===== config.mk =====
export PLATFORM = sky130hd
export DESIGN_NAME = apb_req_arbiter_flat
export DESIGN_NICKNAME = d
export VERILOG_FILES = /design/src/rtl/apb_req_arbiter_pkg.sv /design/src/rtl/apb_req_arbiter_if.sv /design/src/rtl/apb_req_arbiter_rr_arbiter.sv /design/src/rtl/apb_req_arbiter.sv /design/src/flat_wrapper.sv
export SDC_FILE = /design/constraint.sdc
export NUM_CORES = 1
export LEC_CHECK = 0
export CAP_MARGIN = 20
export CORE_AREA = 2 2 156 158
export DETAILED_ROUTE_END_ITERATION = 10
export DIE_AREA = 0 0 158 160
export GPL_TIMING_DRIVEN = 0
export PLACE_DENSITY = 0.63
export SLEW_MARGIN = 40
export SYNTH_ARGS = -nofsm -noshare
export SYNTH_HDL_FRONTEND = slang
export SYNTH_SLANG_ARGS = --single-unit

===== constraint.sdc =====
create_clock -name pclk -period 2.9 [get_ports pclk]
set_clock_uncertainty 0.15 [all_clocks]
set_input_delay 0.29 -clock pclk [delete_from_list [all_inputs] [get_ports pclk]]
set_output_delay 0.29 -clock pclk [all_outputs]
set_load 0.05 [all_outputs]

===== src/rtl/apb_req_arbiter_pkg.sv =====
// Shared types and helpers for the APB requester arbiter.
package apb_arb_pkg;

    typedef enum logic [1:0] {
        IDLE,
        SETUP,
        ACCESS
    } arb_state_e;

    // Width of the ACCESS-phase wait counter; it must hold TIMEOUT-1.
    function automatic int cnt_width(input int timeout);
        return (timeout > 2) ? $clog2(timeout) : 1;
    endfunction

    // Low bit of requester idx inside a packed per-requester bus.
    function automatic int slice_lo(input int idx, input int width);
        return idx * width;
    endfunction

endpackage


===== src/rtl/apb_req_arbiter_if.sv =====
// APB completer-facing bus shared by all requesters.
interface apb_req_arbiter_if #(
    parameter int ADDR_W = 32,
    parameter int DATA_W = 32
);
    logic              psel;
    logic              penable;
    logic [ADDR_W-1:0] paddr;
    logic              pwrite;
    logic [DATA_W-1:0] pwdata;
    logic [DATA_W-1:0] prdata;
    logic              pready;

    modport master (
        output psel, penable, paddr, pwrite, pwdata,
        input  prdata, pready
    );

    modport slave (
        input  psel, penable, paddr, pwrite, pwdata,
        output prdata, pready
    );
endinterface


===== src/rtl/apb_req_arbiter_rr_arbiter.sv =====
// Combinational round-robin picker: first set request searching upward from ptr+1.
module rr_arbiter #(
    parameter int NUM_REQ = 4,
    localparam int IDX_W = $clog2(NUM_REQ)
) (
    input  logic [NUM_REQ-1:0] req,
    input  logic [IDX_W-1:0]   ptr,
    output logic [NUM_REQ-1:0] grant,
    output logic [IDX_W-1:0]   grant_idx,
    output logic               valid
);

    always_comb begin
        int unsigned base;
        int unsigned cand;
        logic [IDX_W-1:0] cand_idx;
        grant     = '0;
        grant_idx = '0;
        valid     = 1'b0;
        base      = 32'(ptr);
        cand      = 0;
        cand_idx  = '0;
        for (int unsigned off = 1; off <= NUM_REQ; off++) begin
            cand     = (base + off) % NUM_REQ;
            cand_idx = IDX_W'(cand);
            if (!valid && req[cand_idx]) begin
                valid     = 1'b1;
                grant_idx = cand_idx;
            end
        end
        if (valid) begin
            grant[grant_idx] = 1'b1;
        end
    end

endmodule


===== src/rtl/apb_req_arbiter.sv =====
// Shares one APB master port between NUM_REQ requesters, round-robin,
// one SETUP/ACCESS transfer at a time with an ACCESS-phase timeout.
module apb_req_arbiter
    import apb_arb_pkg::*;
#(
    parameter int NUM_REQ = 4,
    parameter int ADDR_W  = 32,
    parameter int DATA_W  = 32,
    parameter int TIMEOUT = 16
) (
    input  logic                      pclk,
    input  logic                      preset_n,
    input  logic [NUM_REQ-1:0]        req_i,
    input  logic [NUM_REQ-1:0]        write_i,
    input  logic [NUM_REQ*ADDR_W-1:0] addr_i,
    input  logic [NUM_REQ*DATA_W-1:0] wdata_i,
    output logic [NUM_REQ-1:0]        done_o,
    output logic                      err_o,
    output logic [DATA_W-1:0]         rdata_o,
    apb_req_arbiter_if.master         apb
);

    localparam int IDX_W = $clog2(NUM_REQ);
    localparam int CNT_W = cnt_width(TIMEOUT);

    arb_state_e         state;
    logic [IDX_W-1:0]   ptr;
    logic [IDX_W-1:0]   grant_idx;
    logic [NUM_REQ-1:0] grant_oh;
    logic [CNT_W-1:0]   cnt;

    logic               psel_q;
    logic               penable_q;
    logic [ADDR_W-1:0]  paddr_q;
    logic               pwrite_q;
    logic [DATA_W-1:0]  pwdata_q;

    logic [NUM_REQ-1:0] win_grant;
    logic [IDX_W-1:0]   win_idx;
    logic               win_valid;

    logic               finish;
    logic               timeout_hit;

    rr_arbiter #(
        .NUM_REQ (NUM_REQ)
    ) u_rr (
        .req       (req_i),
        .ptr       (ptr),
        .grant     (win_grant),
        .grant_idx (win_idx),
        .valid     (win_valid)
    );

    assign timeout_hit = (state == ACCESS) && !apb.pready && (cnt == CNT_W'(TIMEOUT - 1));
    assign finish      = (state == ACCESS) && (apb.pready || (cnt == CNT_W'(TIMEOUT - 1)));

    assign done_o  = finish ? grant_oh : '0;
    assign err_o   = timeout_hit;
    assign rdata_o = (finish && !timeout_hit) ? apb.prdata : '0;

    assign apb.psel    = psel_q;
    assign apb.penable = penable_q;
    assign apb.paddr   = paddr_q;
    assign apb.pwrite  = pwrite_q;
    assign apb.pwdata  = pwdata_q;

    // psel/penable are registered alongside the next state so the bus side
    // never sees a combinational path from req_i.
    always_ff @(posedge pclk or negedge preset_n) begin
        if (!preset_n) begin
            state     <= IDLE;
            ptr       <= IDX_W'(NUM_REQ - 1);
            grant_idx <= '0;
            grant_oh  <= '0;
            cnt       <= '0;
            psel_q    <= 1'b0;
            penable_q <= 1'b0;
            paddr_q   <= '0;
            pwrite_q  <= 1'b0;
            pwdata_q  <= '0;
        end else begin
            case (state)
                IDLE: begin
                    psel_q    <= 1'b0;
                    penable_q <= 1'b0;
                    if (win_valid) begin
                        grant_idx <= win_idx;
                        grant_oh  <= win_grant;
                        paddr_q   <= addr_i[slice_lo(int'(win_idx), ADDR_W) +: ADDR_W];
                        pwdata_q  <= wdata_i[slice_lo(int'(win_idx), DATA_W) +: DATA_W];
                        pwrite_q  <= write_i[win_idx];
                        psel_q    <= 1'b1;
                        state     <= SETUP;
                    end
                end
                SETUP: begin
                    penable_q <= 1'b1;
                    cnt       <= '0;
                    state     <= ACCESS;
                end
                ACCESS: begin
                    if (finish) begin
                        psel_q    <= 1'b0;
                        penable_q <= 1'b0;
                        ptr       <= grant_idx;
                        state     <= IDLE;
                    end else begin
                        cnt <= cnt + 1'b1;
                    end
                end
                default: begin
                    psel_q    <= 1'b0;
                    penable_q <= 1'b0;
                    state     <= IDLE;
                end
            endcase
        end
    end

endmodule

===== src/flat_wrapper.sv =====
// flat-port wrapper written by rule: the top's interface ports become plain ports
module apb_req_arbiter_flat import apb_arb_pkg::*;
#(
    parameter int NUM_REQ = 4,
    parameter int ADDR_W  = 32,
    parameter int DATA_W  = 32,
    parameter int TIMEOUT = 16
)
  (pclk, preset_n, req_i, write_i, addr_i, wdata_i, done_o, err_o, rdata_o, apb_psel, apb_penable, apb_paddr, apb_pwrite, apb_pwdata, apb_prdata, apb_pready);
  apb_req_arbiter_if #(.ADDR_W(ADDR_W), .DATA_W(DATA_W)) apb_i ();
  input  logic pclk;
  input  logic preset_n;
  input  logic [NUM_REQ-1:0] req_i;
  input  logic [NUM_REQ-1:0] write_i;
  input  logic [NUM_REQ*ADDR_W-1:0] addr_i;
  input  logic [NUM_REQ*DATA_W-1:0] wdata_i;
  output logic [NUM_REQ-1:0] done_o;
  output logic err_o;
  output logic [DATA_W-1:0] rdata_o;
  output wire logic [$bits(apb_i.psel)-1:0] apb_psel;
  output wire logic [$bits(apb_i.penable)-1:0] apb_penable;
  output wire logic [$bits(apb_i.paddr)-1:0] apb_paddr;
  output wire logic [$bits(apb_i.pwrite)-1:0] apb_pwrite;
  output wire logic [$bits(apb_i.pwdata)-1:0] apb_pwdata;
  input wire logic [$bits(apb_i.prdata)-1:0] apb_prdata;
  input wire logic [$bits(apb_i.pready)-1:0] apb_pready;
  assign apb_psel = apb_i.psel;
  assign apb_penable = apb_i.penable;
  assign apb_paddr = apb_i.paddr;
  assign apb_pwrite = apb_i.pwrite;
  assign apb_pwdata = apb_i.pwdata;
  assign apb_i.prdata = apb_prdata;
  assign apb_i.pready = apb_pready;
  apb_req_arbiter #(.NUM_REQ(NUM_REQ), .ADDR_W(ADDR_W), .DATA_W(DATA_W), .TIMEOUT(TIMEOUT)) u_core (.pclk(pclk), .preset_n(preset_n), .req_i(req_i), .write_i(write_i), .addr_i(addr_i), .wdata_i(wdata_i), .done_o(done_o), .err_o(err_o), .rdata_o(rdata_o), .apb(apb_i));
endmodule

Word level (Yosys, flattened, before mapping)
Cells that the tools add are included.
{"block": "totals", "output_inout_bits": 104, "word_cells": 82, "ff_bits": 81}
{"block": "op_classes", "mux": 31, "add_sub_neg": 5, "bitwise": 1, "magnitude_cmp": 6, "reduce_logical": 21, "shift": 2, "n_eq_ne": 6}
{"op": "$shiftx 128x8->32", "n": 2}
{"op": "$mux 32", "n": 1}
{"op": "$lt 2x3->1 const B", "n": 5}
{"op": "$mux 1", "n": 12}
{"op": "$mux 2", "n": 6}
{"op": "$bmux 1 s2", "n": 5}
{"op": "$reduce_and 2->1", "n": 5}
{"op": "$logic_and 1x1->1", "n": 8}
{"op": "$mux 4", "n": 2}
{"op": "$pmux 4 s2", "n": 1}
{"op": "$pmux 2 s3", "n": 1}
{"op": "$logic_not 1->1", "n": 5}
{"op": "$add 2x1->2 const B", "n": 2}
{"op": "$add 2x2->2 const B", "n": 2}
{"op": "$add 4x1->4 const B", "n": 1}
{"op": "$eq 4x4->1 const B", "n": 1}
{"op": "$ne 2x2->1 const B", "n": 2}
{"op": "$pmux 1 s3", "n": 1}
{"op": "$demux 1 s2", "n": 1}
{"op": "$eq 2x1->1 const B", "n": 1}
{"op": "$eq 2x2->1 const B", "n": 1}
{"op": "$ge 2x1->1 const B", "n": 1}
{"op": "$logic_not 2->1", "n": 1}
{"op": "$ne 2x1->1 const B", "n": 1}
{"op": "4 further kinds", "n": 4}

Logic depth before layout (Yosys ltp)
Gate-level depths: netlist (run 1).
{"block": "depth", "depth_word": 17, "depth_mapped": 8, "mapped_depth_nobuf": 5}

By module
From an unflattened synthesis (run 1), not the netlist that was laid out.
{"block": "unflattened", "cells_unflattened": 346, "area_unflattened_um2": 5106.1}
{"module": "apb_req_arbiter", "n_inst": 1, "cells_each": 312, "area_each_um2": 4883.4, "seq_area_each_um2": 2029.4}
{"module": "rr_arbiter", "n_inst": 1, "cells_each": 34, "area_each_um2": 222.7, "seq_area_each_um2": 0.0}

Worst setup path after synthesis (run 1)
No wires, ideal clock.
{"block": "synth_timing", "kind": "register to output", "from": "reg u_core.state[0]", "to": "out err_o", "t_required_ns": 2.460, "stages_incl_launch_ff": 3, "slack_ns": 0.964, "t_arrival_ns": 1.496, "path_cell_list": "dfrtp_1 -> or3b_1 -> nor2_1"}
{"block": "synth_via", "elab_chain_len": 3}
{"element": "start: declaration", "line": "apb_req_arbiter.sv:26", "source": "arb_state_e state;"}
{"element": "start signal: assignment", "line": "apb_req_arbiter.sv:72", "source": "state <= IDLE;"}
{"element": "start signal: assignment", "line": "apb_req_arbiter.sv:94", "source": "state <= SETUP;"}
{"element": "start signal: assignment", "line": "apb_req_arbiter.sv:100", "source": "state <= ACCESS;"}
{"element": "$eq 2x2->1", "line": "apb_req_arbiter.sv:55", "source": "assign timeout_hit = (state == ACCESS) && !apb.pready && (cnt == CNT_W'(TIMEOUT - 1));"}
{"element": "$logic_and 1x1->1 (2 in series)", "line": "apb_req_arbiter.sv:55"}
{"element": "end: declaration", "line": "flat_wrapper.sv:18", "source": "output logic err_o;"}
No other way between the ends.

Worst setup path after layout (run 1)
{"block": "layout_timing", "from": "reg u_core.cnt[0]", "to": "out done_o[2]"}
{"block": "layout_via", "elab_chain_len": 4}
{"element": "start: declaration", "line": "apb_req_arbiter.sv:30", "source": "logic [CNT_W-1:0] cnt;"}
{"element": "start signal: assignment", "line": "apb_req_arbiter.sv:109", "source": "cnt <= cnt + 1'b1;"}
{"element": "$eq 4x4->1", "line": "apb_req_arbiter.sv:56", "source": "assign finish = (state == ACCESS) && (apb.pready || (cnt == CNT_W'(TIMEOUT - 1)));"}
{"element": "$logic_or 1x1->1", "line": "apb_req_arbiter.sv:56"}
{"element": "$logic_and 1x1->1", "line": "apb_req_arbiter.sv:56"}
{"element": "$mux 4", "line": "apb_req_arbiter.sv:58", "source": "assign done_o = finish ? grant_oh : '0;"}
{"element": "end: declaration", "line": "flat_wrapper.sv:17", "source": "output logic [NUM_REQ-1:0] done_o;"}
No other way between the ends.

==> summary by stage, run 1 <==
Detailed routing
The first TritonRoute pass finished after 5 iterations. The via count is 7002. The total wire length is 28.64 mm.

Dividing the detail-routed via count by the number of cells gives 4.987. The detail-routed net length per standard cell is 20.40 um. After detailed routing, the number of remaining DRC violations is 0. After the first detailed-routing iteration, the DRC count stood at 610. The residual antenna-violating net count after detailed routing is 0.

STA
On the final layout, the worst hold slack is 187.9 ps. The final-report hold violation count came to 0. Once routing completed, OpenROAD measured the worst setup slack at 221.8 ps. Setup violations remaining at the end of the flow were counted as 0. The transition time at the pin with the least slew margin is 587.6 ps. The share of the clock period used by the worst path is 0.9235.

The worst max-slew margin expressed relative to the limit is 0.6071. The time the final worst path needs with I/O delays and setup is 2678 ps. The final max-slew violation count came to 0.

Setup repair after global routing left no endpoint under its margin. The highest attainable clock frequency is 0.3734 GHz.

Logic synthesis
In the synthesized netlist the dominant register cell turns out to be dfrtp_1. The flip-flop and latch count after synthesis is 81. Counting flops with a built-in enable in the synthesized netlist gives 0.

Synthesis produced a netlist whose cell count is 662. The number of warnings reported in the yosys synthesis log is 0. The fraction of synthesis flops using an asynchronous set or reset pin is 1.000. For this run, the register share of the synthesized area comes to 0.3690.

The average size of a mapped cell is 8.309 um2. The number of distinct library cell variants in the gate-level netlist after synthesis is 39. Synthesis produced a netlist with a net count of 962. In this run the cell area of the synthesized design comes to 0.005500 mm2.

Setup path
By startpoint and endpoint, the worst setup path is classified as reg2out. The worst setup path is captured at an output port. The sort of element at the start of the critical path is a flip-flop.

The worst endpoint required time is 2460 ps. The largest fanout of any net on the critical path is 7. The critical path goes through ha_1, and3_1, o211a_1, and2_1, dlygate4sd2_1.

In this design, the stage delay of the slowest critical-path cell is 550 ps. The total buffers and inverters traversed by the critical path is 1. At the worst endpoint, the arrival time is 2240 ps.

For this design, the slowest cell found on the critical path is dlygate4sd2_1. On the critical path the largest part of the delay comes from buffers and inverters.

Global routing
The number of global-route vias before repair was 6836. Entering global routing, the biggest net connects 44 pins. In the global route stage, overall resource usage came out at 0.2165.

The aggregate global routing overflow is 0. The first global-routing pass estimated 41.59 mm of wire. The initial antenna violation count came to 0.

Finish
The antenna diode instance count is 0. The final layout contains 1375 nets. The relative area change from synthesis to final layout is 88.29%. The final cell count without fillers is 1404. The end-of-flow core utilization is 0.4348.

The proportion of layout cells with a drive suffix above 1 is 0.07685.

Floorplanning
The floorplan step defined a core boundary enclosing 0.02382 mm2. Pin placement for this block handled 403 I/O pins. The die covers 0.02528 mm2. The width of the die is 158 um. The die extent in y is 160 um. The number of core rows is 57. For this configuration, the core starts out at a cell density of 0.2309.

Clock tree
The total clock sinks is 81. The TritonCTS clock tree is done. The clock tree synthesis step divided the H-tree into 3 levels. The number of buffers added for setup after CTS is 0. The cell sitting at the root of the clock tree is a clkbuf_16. Clock tree synthesis inserted a total of 9 buffers. After clock tree synthesis, the clock-pin slew on the worst setup and hold paths is 60 ps. The clock insertion delay at the later pin of the skew report is 340 ps. The longest clock path from root to sink contains 2 buffers.

Job
Max-cap violations in this run came to 0.

Place
The quantity of I/O buffers inserted on ports is 400. The routability-driven placement congestion ratio is 0.8810. The minimum setup slack after placement is 80.94 ps. The number of instances in the placed design is 1387. The sum of net half-perimeters after detailed placement is 21.84 mm.

Worst hold path
The worst min-delay path category is in2reg.

Outcome
The flow ran to the end, and the final reports show no timing, DRC or antenna violations.

Power and ir drop
Across the VDD grid, the largest voltage drop is 0.4872 mV. For this design the static power due to leakage is 4.410 nW. The total power density per cell area is 969.5 mW/mm2.
==> layer usage <==
layer	part of all wire	global-route usage	vias up
met2	0.47	0.3470	322
met1	0.43	0.2841	3312
li1	-	-	3321
met3	0.082	0.05156	47
met4	0.026	0.07576	0
met5	0	0	-
==> power breakdown <==
group / switching, mW / internal [mW] / total, mW
logic: 4.28 / 2.37 / 6.65
clock network: 0.501 / 0.840 / 1.34
registers: 0.338 / 1.72 / 2.05
==> worst reg2reg max path, stage by stage (launching register included) <==
cell      delay (ps)
dfstp_2          620
nor2b_1          100
o311ai_2         450
buf_6            260
buf_6            180
a32oi_1          180
a31oi_1          200
==> logic make-up (layout without fill, tap and decap cells) <==
logic type / count (synthesis) / count (layout) / share of synthesized area
compound gates: 279 / 279 / 0.3374
simple gates: 217 / 217 / 0.2045
buf+inv: 82 / 500 / 0.08326
flops: 81 / 81 / 0.3690
fa+ha+maj: 1 / 1 / 0.002274
xor+xnor: 1 / 1 / 0.001593
mux: 1 / 1 / 0.002047
==> Yosys cell counts (all sizes together), types with 4 or more instances <==
master,count,area share
a21oi,4,0.0043
a31oi,131,0.15
a32oi,65,0.10
and2,102,0.12
buf,56,0.065
clkbuf,21,0.014
dfrtp,79,0.36
inv,5,0.0039
nand2,19,0.013
nand2b,5,0.0057
nand3,5,0.0045
nor2,73,0.050
nor2b,4,0.0050
o21ai,71,0.065
==> registers in the layout, indices dropped and copies added, names as in the netlist <==
signal	count
u_core.apb.paddr	32
u_core.apb.penable	1
u_core.apb.psel	1
u_core.apb.pwdata	32
u_core.apb.pwrite	1
u_core.cnt	4
u_core.grant_idx	2
u_core.grant_oh	4
u_core.ptr	2
u_core.state	2
==> path summary, 6_finish.rpt <==
kind,from,end,slack [ps],depth (start not counted)
setup / recovery,u_core.cnt[0],done_o[2],220,5
hold / removal,req_i[3],u_core.grant_idx[1],190,3
setup reg to reg,u_core.ptr[0],u_core.apb.paddr[4],680,6
hold reg to reg,u_core.grant_oh[1],u_core.grant_oh[1],310,2
max in group asynchronous,preset_n,u_core.ptr[0],1660,3
min in group asynchronous,preset_n,u_core.apb.paddr[17],280,2
==> layout make-up <==
type	instances	area [um2]
Multi-Input combinational cell	499	3013
Sequential cell	81	2029
Clock buffer	10	229.0
Inverter	5	21.27
Tap cell	324	405.4
Clock inverter	6	107.6
Buffer	77	437.9
Fill cell	2439	13460
Timing Repair Buffer	402	4113
==> cells in the final DEF, fill, tap and decap left out, types with 2 or more instances in the layout <==
cell and instances:
a32oi_1 65, dfrtp_1 79, nor2b_1 3, bufinv_16 3, and3_1 3, nor3_1 3
clkdlybuf4s50_1 365, nand3_1 5, clkinv_2 2, nand2b_1 5, a21oi_1 3, a31oi_1 131
or3_1 2, clkbuf_1 21, dfstp_2 2, inv_1 4, clkbuf_16 9, dlygate4sd2_1 4
nand2_1 19, o21ai_0 68, nor2_1 72, buf_4 9, buf_2 37, and2_1 102
o21ai_1 2, dlymetal6s2s_1 30, buf_6 10
==> timing repair <==
item	4_1_cts	5_1_grt
setup endpoints to repair	4	30
pin swaps	0	0
hold buffers	1	0
gates resized for setup	4	30
endpoints found under the hold margin	38	0
cloned	0	0
==> per-stage QoR <==
step                      instance area, um2  setup TNS [ps]  total power, mW
final                                  10360               0            10.04
after global routing                   10360               0            10.59
after CTS                              10280               0            10.10
after detailed placement                9938               0            8.720
after global placement                  9910         -161410            8.654
after floorplan                         5500               0            6.224
Power figures use the tool's default switching activity.
==> run 2, diff against run 1 <==
--- a/config.mk
+++ b/config.mk
@@ -5,12 +5,13 @@
 export SDC_FILE = /design/constraint.sdc
 export NUM_CORES = 1
 export LEC_CHECK = 0
+export ABC_AREA = 1
 export CAP_MARGIN = 20
-export CORE_AREA = 2 2 156 158
+export CORE_AREA = 2 2 158 160
 export DETAILED_ROUTE_END_ITERATION = 10
-export DIE_AREA = 0 0 158 160
+export DIE_AREA = 0 0 160 162
 export GPL_TIMING_DRIVEN = 0
-export PLACE_DENSITY = 0.63
+export PLACE_DENSITY = 0.66
 export SLEW_MARGIN = 40
 export SYNTH_ARGS = -nofsm -noshare
 export SYNTH_HDL_FRONTEND = slang
==> run 2 against run 1 <==
  * Power is 58% higher
  * Critical path type is now reg2reg
  * Sequential share of layout area is 1.5 points lower
  * Register-to-register slack worse by 470 ps
  * Via count is 20% higher
  * Clock power is 6% higher
  * Sequential power is 4% lower
  * Cell count is 32% higher
  * Synthesized cell count is 69% higher
  * Hold slack better by 79 ps
  * Clock-buffer cell count stayed put
  * Global-route usage is 0.30 points higher
==> summary by stage, run 2 <==
Detailed routing
The via count is 8427 (+20%). The total wire length is 29.67 mm (+3.6%). The detailed-router iteration count before antenna repair was 5 (unchanged). The number of violations reported at the end of detailed-routing iteration 0 is 393 (-36%). The detail-routed via count per cell is 4.533 (-9.1%). The final routed DRC violation total is 0 (unchanged). The residual antenna-violating net count after detailed routing was 0 (unchanged). The detail-routed net length per standard cell is 15.96 um (-22%).

Logic synthesis
The flip-flop and latch count after synthesis came to 81 (unchanged). The cell taking the most area after synthesis is nand2_1. The number of enable flip-flop cells after synthesis was 0 (unchanged). In the post-synthesis netlist, the biggest area contributors are nand2_1, dfrtp_1, nand3_1. Among all flip-flop cells after synthesis, the most frequent one is dfrtp_1.

The library cell with the highest instance count after synthesis is nand2_1. The area share of the largest cell type after synthesis came to 0.4175 (+0.05806). The post-synth design cell area is 0.006285 mm2 (+14%). The number of warnings reported in the yosys synthesis log was 0 (unchanged). The total nets after synthesis came to 1416 (+47%). The number of distinct library cell variants in the gate-level netlist after synthesis is 25 (-36%).

The portion of the post-synthesis area used by sequential elements is 0.3229 (-0.04606). The gate count of the mapped netlist is 1116 (+69%). By count the netlist is led by nand2_1, nand3_1, dfrtp_1. The average size of a mapped cell is 5.632 um2 (-32%).

The fraction of synthesis flops using an asynchronous set or reset pin was 1.000 (unchanged).

Setup path
The sort of element at the start of the critical path is a flip-flop. The largest fanout of any net on the critical path is 10 (+3). The kind of critical path is reg2reg. The worst endpoint required time is 2980 ps (+520 ps). The kind of capture point of the worst setup path is a flip-flop. The worst path arrival time is 2780 ps (+540 ps).

Clock tree
The clock root buffer is clkbuf_16. The number of H-tree levels is 3 (unchanged). The number of buffers inserted during clock tree synthesis is 9 (unchanged). The clock input transition at the sequential cells of the worst setup and hold paths came to 60 ps (about the same). The TritonCTS clock tree is done.

The clock insertion delay at the later pin of the skew report is 350 ps (about the same). The buffer levels on the longest clock path came to 2 (unchanged). The total clock sinks was 81 (unchanged).

STA
The transition time at the pin with the least slew margin came to 667.4 ps (+79.87 ps). The final-report hold violation count was 0 (unchanged). The final max-slew violation count is 0 (unchanged). The worst max-slew margin expressed relative to the limit is 0.5537 (-0.05342). Setup repair after global routing left no endpoint under its margin. The share of the clock period used by the worst path is 0.9287 (+0.005215). The time the final worst path needs with I/O delays and setup is 2693 ps (+15.12 ps). The final setup violation count came to 0 (unchanged).

The highest attainable clock frequency is 0.3713 GHz (-0.56%).

Place
The number of instances in the placed design is 1843 (+33%). The sum of net half-perimeters after detailed placement came to 23.35 mm (+6.9%). The quantity of I/O buffers inserted on ports was 402 (+0.50%). The routability-driven placement congestion ratio came to 0.9024 (+2.4%). The area of placed instances is 0.01074 mm2 (+8.1%).

Finish
The post-route standard cell area excluding fillers is 0.01120 mm2 (+8.1%). The final cell count without fillers is 1859 (+32%). In the layout the commonest cells are nand2_1, clkdlybuf4s50_1, nand3_1, dfrtp_1, inv_1. The proportion of layout cells with a drive suffix above 1 was 0.05537 (-0.02148).

The antenna diode instance count was 0 (unchanged). The end-of-flow core utilization is 0.4644 (+0.02968). The area of all sequential standard cells is 0.002029 mm2 (unchanged). The layout net count came to 1831 (+33%). The total area of multi-input combinational cells is 0.003660 mm2 (+21%). Compared with the post-synthesis result, the final layout area differs by 78.14%. The most common cell after layout, fill and taps aside is nand2_1. The number of filler instances in the final layout is 2559 (+4.9%).

Global routing
The initial antenna violation count is 0 (unchanged). The aggregate global routing overflow is 0 (unchanged). The pin count of the biggest net entering global routing came to 44 (unchanged).

The global-route wire length before repair is 44.59 mm (+7.2%). The total track usage is 0.2195 (+0.002977). The number of global-route vias before repair is 8269 (+21%).

Floorplanning
The number of core rows is 57 (unchanged). The area of the die is 0.02592 mm2 (+2.5%). The width of the die is 160 um (+1.3%).

The initial core utilization is 0.2607 (+0.02981). The floorplan core area is 0.02411 mm2 (+1.2%). The boundary pin count is 403 (unchanged). The die extent in y was 162 um (+1.3%).

Worst hold path
The worst min-delay path category is in2async.

Power and ir drop
The total power density per cell area was 1414 mW/mm2 (+46%). The switching fraction of total power is 0.5847 (+0.07496). The cell internal power dissipation is 6.573 mW (+34%). The static leakage power is 6.374 nW (+45%).

The share of total power in combinational logic is 0.786 (+0.124). The total chip power was 15.83 mW (+58%). The largest voltage drop on the vdd net came to 0.5048 mV (+3.6%). The power share of the sequential group is 0.124 (-0.081). The switching power summed over all nets is 9.255 mW (+81%). The clock share of power is 0.090 (-0.044).

Job
The max-cap check violation count is 0 (unchanged).

Outcome
The flow ran to the end, and the final reports show no timing, DRC or antenna violations.
## run 2: logic make-up after synthesis
logic type                 after synthesis  share of synthesized area
and+or+nand+nor                        893                     0.5666
buffers and inverters                  126                    0.09477
adders and majority gates                1                   0.001991
AOI/OAI and AO/OA                       14                    0.01234
DFF                                     81                     0.3229
xor gates and xnor gates                 1                   0.001394
## run 2: worst max-delay path, cell delays in order, from the launching register on
cell	delay [ps]
dfstp_2	530
buf_4	160
nand2_1	60
nand2_1	90
nand2_1	80
nand2_2	110
nor2_4	50
nand3_2	130
nand3_2	320
buf_6	300
buf_6	160
nand2_1	90
nand2_1	100
nand2_1	100
nand2_1	60
nand2_1	50
nand2_1	50
## run 2: what timing repair did
action | in CTS | in global routing
pin swaps | 0 | 0
buffers inserted | 0 | 0
endpoints found under the setup margin | 2 | 62
endpoints found under the hold margin | 38 | 0
gates resized for setup | 2 | 39
hold buffers | 1 | 0
## run 2: power by group through the flow
| stage | clock network, mW | registers [mW] | logic, mW |
|---|---|---|---|
| after floorplan | 0 | 3.39 | 6.93 |
| after global placement | 0 | 1.97 | 12.4 |
| after detailed placement | 0 | 1.98 | 12.5 |
| after CTS | 1.45 | 1.97 | 12.5 |
| after global routing | 1.49 | 2.03 | 13.9 |
| final | 1.42 | 1.97 | 12.4 |
## run 2: cell type report
cell class / count / share of cell area
plain buffers: 74 / 0.03643
clock buffers: 10 / 0.02045
clock inverters: 5 / 0.01151
inverters: 52 / 0.01743
multi-input cells: 909 / 0.3269
flip-flops and latches: 81 / 0.1813
well taps: 324 / 0.03621
repair buffers: 404 / 0.3698
## run 2: routing by layer
metal,part of all wire,GRT usage,vias to the layer above
met2,0.49,0.3969,322
met1,0.41,0.2612,3837
met4,0.020,0.06265,0
met5,0,0,-
li1,-,-,4235
met3,0.073,0.04928,33
## run 2: metrics by stage
step / worst slack (ps) / hold slack [ps] / TNS, ps
6_report: 206.7 / 267.0 / 0
5_1_grt: 28.12 / 298.5 / 0
4_1_cts: 14.14 / 275.6 / 0
3_5_place_dp: -8.518 / 84.09 / -11.02
3_3_place_gp: -1844 / 311.5 / -146420
2_1_floorplan: 727.0 / -155.6 / 0
## run 2: path summary, 6_finish.rpt
kind,to,slack [ps],depth (start not counted),start
max,u_core.apb.pwdata[11],210,16,u_core.ptr[0]
min,u_core.apb.paddr[12],270,2,preset_n
max reg2reg,u_core.apb.pwdata[11],210,16,u_core.ptr[0]
min reg2reg,u_core.apb.pwdata[30],330,2,u_core.apb.pwdata[30]
max in group asynchronous,u_core.ptr[0],1690,3,preset_n
min in group pclk,u_core.apb.pwdata[30],330,2,u_core.apb.pwdata[30]
